**src/rtl/cpu_control_unit_if.sv**
```systemverilog
// Signal bundle between the CPU control sequencer and its environment
// (program memory handshake, IR opcode, datapath flags and control strobes).
interface cpu_control_unit_if #(
  parameter int unsigned CNT_W = 8
);
  logic             run;
  logic [3:0]       ir_op;
  logic             zero_flag;
  logic             mem_ready;
  logic             mem_re;
  logic             ir_re;
  logic             opr_re;
  logic             pc_inc;
  logic             pc_load;
  logic             acc_we;
  logic [2:0]       alu_op;
  logic             out_we;
  logic             halted;
  logic             illegal;
  logic             bus_err;
  logic [CNT_W-1:0] instr_cnt;

  modport master (
    output run, ir_op, zero_flag, mem_ready,
    input  mem_re, ir_re, opr_re, pc_inc, pc_load, acc_we, alu_op, out_we,
    input  halted, illegal, bus_err, instr_cnt
  );

  modport slave (
    input  run, ir_op, zero_flag, mem_ready,
    output mem_re, ir_re, opr_re, pc_inc, pc_load, acc_we, alu_op, out_we,
    output halted, illegal, bus_err, instr_cnt
  );
endinterface

```
**src/rtl/cpu_control_unit.sv**
```systemverilog
// Fetch/decode/execute sequencer for the 4-bit CPU: steps through memory
// fetches, operand loads and per-opcode execute strobes.
module cpu_control_unit #(
  parameter int unsigned MEM_TIMEOUT = 15,
  parameter int unsigned CNT_W       = 8
) (
  input  logic               clk,
  input  logic               rst_n,
  cpu_control_unit_if.slave  bus
);

  typedef enum logic [2:0] {
    S_IDLE, S_FETCH, S_LOAD_IR, S_DECODE, S_OPFETCH, S_OPLOAD, S_EXEC, S_HALT
  } state_t;

  localparam logic [7:0] WAIT_LAST = 8'(MEM_TIMEOUT - 1);

  state_t           state, state_nxt;
  logic [7:0]       wait_cnt;
  logic [CNT_W-1:0] instr_cnt;
  logic             illegal, bus_err;
  logic             mem_wait, timeout, needs_operand;

  assign needs_operand = bus.ir_op inside {[4'h1:4'h6], 4'h8, 4'h9};
  assign mem_wait      = (state == S_FETCH) || (state == S_OPFETCH);
  // wait_cnt holds (fetch cycle - 1), so the last accepted cycle is MEM_TIMEOUT
  assign timeout       = mem_wait && !bus.mem_ready && (wait_cnt == WAIT_LAST);

  always_ff @(posedge clk) begin
    if (!rst_n) state <= S_IDLE;
    else        state <= state_nxt;
  end

  always_ff @(posedge clk) begin
    if (!rst_n) begin
      wait_cnt  <= '0;
      instr_cnt <= '0;
      illegal   <= 1'b0;
      bus_err   <= 1'b0;
    end else begin
      wait_cnt <= mem_wait ? wait_cnt + 8'd1 : '0;
      if (timeout) bus_err <= 1'b1;
      if (state == S_EXEC) begin
        instr_cnt <= instr_cnt + CNT_W'(1);
        if (bus.ir_op inside {[4'hB:4'hE]}) illegal <= 1'b1;
      end
    end
  end

  always_comb begin
    state_nxt = state;
    case (state)
      S_IDLE:    if (bus.run) state_nxt = S_FETCH;
      S_FETCH:   if (bus.mem_ready) state_nxt = S_LOAD_IR;
                 else if (timeout)  state_nxt = S_HALT;
      S_LOAD_IR: state_nxt = S_DECODE;
      S_DECODE:  state_nxt = needs_operand ? S_OPFETCH : S_EXEC;
      S_OPFETCH: if (bus.mem_ready) state_nxt = S_OPLOAD;
                 else if (timeout)  state_nxt = S_HALT;
      S_OPLOAD:  state_nxt = S_EXEC;
      S_EXEC:    if (bus.ir_op == 4'hF) state_nxt = S_HALT;
                 else if (bus.run)      state_nxt = S_FETCH;
                 else                   state_nxt = S_IDLE;
      S_HALT:    state_nxt = S_HALT;
      default:   state_nxt = S_IDLE;
    endcase
  end

  always_comb begin
    bus.mem_re  = 1'b0;
    bus.ir_re   = 1'b0;
    bus.opr_re  = 1'b0;
    bus.pc_inc  = 1'b0;
    bus.pc_load = 1'b0;
    bus.acc_we  = 1'b0;
    bus.alu_op  = 3'd0;
    bus.out_we  = 1'b0;
    bus.halted  = 1'b0;
    case (state)
      S_FETCH, S_OPFETCH: bus.mem_re = 1'b1;
      S_LOAD_IR: begin
        bus.ir_re  = 1'b1;
        bus.pc_inc = 1'b1;
      end
      S_OPLOAD: begin
        bus.opr_re = 1'b1;
        bus.pc_inc = 1'b1;
      end
      S_EXEC: begin
        case (bus.ir_op)
          4'h1, 4'h2, 4'h3, 4'h4, 4'h5, 4'h6, 4'h7: begin
            bus.acc_we = 1'b1;
            bus.alu_op = 3'(bus.ir_op - 4'd1);
          end
          4'h8:    bus.pc_load = 1'b1;
          4'h9:    bus.pc_load = bus.zero_flag;
          4'hA:    bus.out_we  = 1'b1;
          default: ;
        endcase
      end
      S_HALT:  bus.halted = 1'b1;
      default: ;
    endcase
  end

  assign bus.illegal   = illegal;
  assign bus.bus_err   = bus_err;
  assign bus.instr_cnt = instr_cnt;

endmodule

```
**src/flat_wrapper.sv**
```systemverilog
// flat-port wrapper written by rule: the top's interface ports become plain ports
module cpu_control_unit_flat 
#(
  parameter int unsigned MEM_TIMEOUT = 15,
  parameter int unsigned CNT_W       = 8
)
  (clk, rst_n, bus_run, bus_ir_op, bus_zero_flag, bus_mem_ready, bus_mem_re, bus_ir_re, bus_opr_re, bus_pc_inc, bus_pc_load, bus_acc_we, bus_alu_op, bus_out_we, bus_halted, bus_illegal, bus_bus_err, bus_instr_cnt);
  cpu_control_unit_if #(.CNT_W(CNT_W)) bus_i ();
  input  logic clk;
  input  logic rst_n;
  input wire logic [$bits(bus_i.run)-1:0] bus_run;
  input wire logic [$bits(bus_i.ir_op)-1:0] bus_ir_op;
  input wire logic [$bits(bus_i.zero_flag)-1:0] bus_zero_flag;
  input wire logic [$bits(bus_i.mem_ready)-1:0] bus_mem_ready;
  output wire logic [$bits(bus_i.mem_re)-1:0] bus_mem_re;
  output wire logic [$bits(bus_i.ir_re)-1:0] bus_ir_re;
  output wire logic [$bits(bus_i.opr_re)-1:0] bus_opr_re;
  output wire logic [$bits(bus_i.pc_inc)-1:0] bus_pc_inc;
  output wire logic [$bits(bus_i.pc_load)-1:0] bus_pc_load;
  output wire logic [$bits(bus_i.acc_we)-1:0] bus_acc_we;
  output wire logic [$bits(bus_i.alu_op)-1:0] bus_alu_op;
  output wire logic [$bits(bus_i.out_we)-1:0] bus_out_we;
  output wire logic [$bits(bus_i.halted)-1:0] bus_halted;
  output wire logic [$bits(bus_i.illegal)-1:0] bus_illegal;
  output wire logic [$bits(bus_i.bus_err)-1:0] bus_bus_err;
  output wire logic [$bits(bus_i.instr_cnt)-1:0] bus_instr_cnt;
  assign bus_i.run = bus_run;
  assign bus_i.ir_op = bus_ir_op;
  assign bus_i.zero_flag = bus_zero_flag;
  assign bus_i.mem_ready = bus_mem_ready;
  assign bus_mem_re = bus_i.mem_re;
  assign bus_ir_re = bus_i.ir_re;
  assign bus_opr_re = bus_i.opr_re;
  assign bus_pc_inc = bus_i.pc_inc;
  assign bus_pc_load = bus_i.pc_load;
  assign bus_acc_we = bus_i.acc_we;
  assign bus_alu_op = bus_i.alu_op;
  assign bus_out_we = bus_i.out_we;
  assign bus_halted = bus_i.halted;
  assign bus_illegal = bus_i.illegal;
  assign bus_bus_err = bus_i.bus_err;
  assign bus_instr_cnt = bus_i.instr_cnt;
  cpu_control_unit #(.MEM_TIMEOUT(MEM_TIMEOUT), .CNT_W(CNT_W)) u_core (.clk(clk), .rst_n(rst_n), .bus(bus_i));
endmodule
```
**config.mk**
```make
export PLATFORM = sky130hd
export DESIGN_NAME = cpu_control_unit_flat
export DESIGN_NICKNAME = d
export VERILOG_FILES = /design/src/rtl/cpu_control_unit_if.sv /design/src/rtl/cpu_control_unit.sv /design/src/flat_wrapper.sv
export SDC_FILE = /design/constraint.sdc
export NUM_CORES = 1
export LEC_CHECK = 0
export ABC_AREA = 1
export CAP_MARGIN = 20
export CORE_ASPECT_RATIO = 0.6
export CORE_MARGIN = 1
export CORE_UTILIZATION = 48
export DETAILED_ROUTE_END_ITERATION = 16
export PLACE_DENSITY_LB_ADDON = 0.3
export SKIP_CTS_REPAIR_TIMING = 1
export SLEW_MARGIN = 25
export SYNTH_ARGS = -nofsm -noshare
export SYNTH_HDL_FRONTEND = slang
export SYNTH_SLANG_ARGS = --single-unit
```
**constraint.sdc**
```tcl
create_clock -name clk -period 1.64 [get_ports clk]
set_input_delay 0.328 -clock clk [delete_from_list [all_inputs] [get_ports clk]]
set_output_delay 0.328 -clock clk [all_outputs]
set_load 0.005 [all_outputs]
```
==> metrics.csv <==
metric,value,unit
status,"complete, but fails checks",
failing checks,negative setup slack,
root buf cell,clkbuf_8,
Vias,1631,
Residual DRC,0,
diodes inserted,0,
total core area,2280,um^2
Die W,67.2,um
synthesized cell area,1220,um^2
Non-Filler Instances,277,
gr usage total,0.275,
Yosys cell types,29,
DRT iter0 DRCs,131,
WHS,0.479,ns
Cells after DPL,260,
H-tree levels,1,
Critical Path Start Type,primary input,
routability cong.,0.875,
f_max,0.563,GHz
Nets,264,
Crit Path Category,in2out,
starting density of the core,0.538,
initial antenna violation count,0,
clk sink count,21,
Synth Warn #,0,
Final Setup Violations,6,
layout cells sized above 1,0.336,
Clock Tree Buf Depth,2,
routed len/inst,17.4,um
crit path capture type,output pin,
Vias/cell,5.89,
Synthesized Nets,195,
Port Buffer Count,29,
post-route clock period utilization,1.08,
HPWL Detailed,2.72,mm
"commonest non-fill, non-tap cell in the layout",nand2_1,
Clock Latency Late Sink,0.27,ns
Cells after Synth,179,
Layout Skew,0.00486,ns
most frequent cells in the layout,"33 x nand2_1, 29 x buf_4, 20 x nor2_1, 18 x inv_1, 18 x dfxtp_1",
RSZ-0062 raised after global routing,yes,
sequential cell area fraction in the yosys report,0.343,
Max Cap Viol,0,
Hold Path Class,reg2reg,
Clock transition at path regs,0.08,ns
CTS tree,yes,
FP Rows,13,
Seq cells post-synth,21,
Routed Antenna Nets,0,
Pwr Density,865,nW/um^2
CTS Buf Count,3,
CP max FO,4,
Max-slew headroom,0.740,
Max IR drop VDD,0.661,mV
syn_area_per_cell,6.84,um^2
Pins Over Slew Limit,0,
WL final,4.83,mm
first-pass GRT wire length,5.39,mm
Final Critical Period,1.78,ns
vias in the first global route,1252,
total global routing overflow,0,
Die ar.,2760,um^2
Ports,30,
largest net degree at the start of global routing,14,
area growth from synthesis to layout,66.1,%
measured slew at the worst slew-check pin,0.386,ns
drt first pass iters,5,
Critical Path RT,1.31,ns
Worst Path Arrival,1.45,ns
leakage,1.02,nW
worst setup margin,-0.137,ns
die height,41.1,um
final hold violations,0,
sequential cells by signal, summed over array words and instances, names as in the netlist:
signal and count:
u_core.bus.instr_cnt 8, u_core.wait_cnt 8, u_core.bus.illegal 1, u_core.state 3, u_core.bus.bus_err 1
critical path: stages:
cell	delay, ns
buf_6	0.11
inv_6	0.06
ha_4	0.13
inv_2	0.06
o2111ai_2	0.22
nand3_4	0.14
buf_4	0.17
nor2_4	0.09
buf_2	0.13
cell type report:
| cell class | instances | area, um^2 |
|---|---|---|
| Sequential cell | 21 | 424 |
| Timing Repair Buffer | 65 | 592 |
| Tap cell | 30 | 37.5 |
| Multi-Input combinational cell | 125 | 796 |
| Clock inverter | 1 | 7.51 |
| Inverter | 32 | 136 |
| Fill cell | 92 | 243 |
| Clock buffer | 3 | 41.3 |
cell usage after synthesis:
master | n | share of area
nand2_1 | 34 | 0.10
inv_1 | 29 | 0.089
nor2_1 | 23 | 0.070
dfxtp_1 | 21 | 0.34
nand3_1 | 14 | 0.057
a21oi_1 | 12 | 0.049
ha_1 | 7 | 0.071
o21ai_0 | 7 | 0.029
nor3_1 | 6 | 0.025
nand4_1 | 3 | 0.015
xor2_1 | 3 | 0.021
nand2_2 | 2 | 0.010
o21a_1 | 2 | 0.012
a31oi_1 | 1 | 0.0051
buf_4 | 1 | 0.0061
clkinv_1 | 1 | 0.0031
clkinv_2 | 1 | 0.0041
inv_2 | 1 | 0.0031
nand3_2 | 1 | 0.0082
nand3_4 | 1 | 0.014
nand3b_1 | 1 | 0.0061
nor2_2 | 1 | 0.0051
nor2_4 | 1 | 0.0092
nor3b_1 | 1 | 0.0061
o2111ai_1 | 1 | 0.0072
o211a_1 | 1 | 0.0082
o211ai_1 | 1 | 0.0061
o21ai_1 | 1 | 0.0041
xnor2_1 | 1 | 0.0072
path summary, 6_finish.rpt:
check | cells after the start | start | slack, ns | end
max reg2reg | 8 | u_core.state[1] | -0.03 | u_core.bus.instr_cnt[4]
min | 2 | u_core.bus.bus_err | 0.48 | u_core.bus.bus_err
min reg2reg | 2 | u_core.bus.bus_err | 0.48 | u_core.bus.bus_err
max | 9 | bus_ir_op[0] | -0.14 | bus_alu_op[1]
report_power, final:
| group | internal (mW) | total, mW | switching (mW) |
|---|---|---|---|
| sequential | 0.552 | 0.591 | 0.0396 |
| clock | 0.172 | 0.364 | 0.192 |
| combinational | 0.361 | 0.804 | 0.443 |
| total | 1.08 | 1.76 | 0.674 |
logic make-up after synthesis:
| group | after synthesis | synth area share |
|---|---|---|
| and+or+nand+nor | 88 | 0.331 |
| buffers and inverters | 33 | 0.105 |
| AOI/OAI and AO/OA | 26 | 0.121 |
| DFF | 21 | 0.343 |
| xor gates and xnor gates | 4 | 0.0286 |
| adders and majority gates | 7 | 0.0715 |
layer usage:
layer / vias to the layer above / wire length, um / global-route usage
met2: 142 / 2170 / 0.470
li1: 714 / - / -
met3: 27 / 498 / 0.0833
met4: 0 / 190 / 0.144
met1: 748 / 1980 / 0.322
met5: - / 0 / 0
per-stage QoR:
| stage | util | setup TNS (ns) | setup slack, ns | cell area (um^2) | power [mW] |
|---|---|---|---|---|---|
| 4_1_cts | 0.776 | -6.04 | -0.822 | 1770 | 1.51 |
| 5_1_grt | 0.893 | -0.611 | -0.185 | 2030 | 1.82 |
| 2_1_floorplan | - | 0 | 0.247 | 1220 | 0.866 |
| 3_3_place_gp | 0.754 | -4.71 | -0.708 | 1720 | 1.11 |
| 6_report | 0.893 | -0.362 | -0.137 | 2030 | 1.76 |
| 3_5_place_dp | 0.754 | -5.42 | -0.808 | 1720 | 1.16 |
No activity file was read; power rests on OpenSTA's default activity.
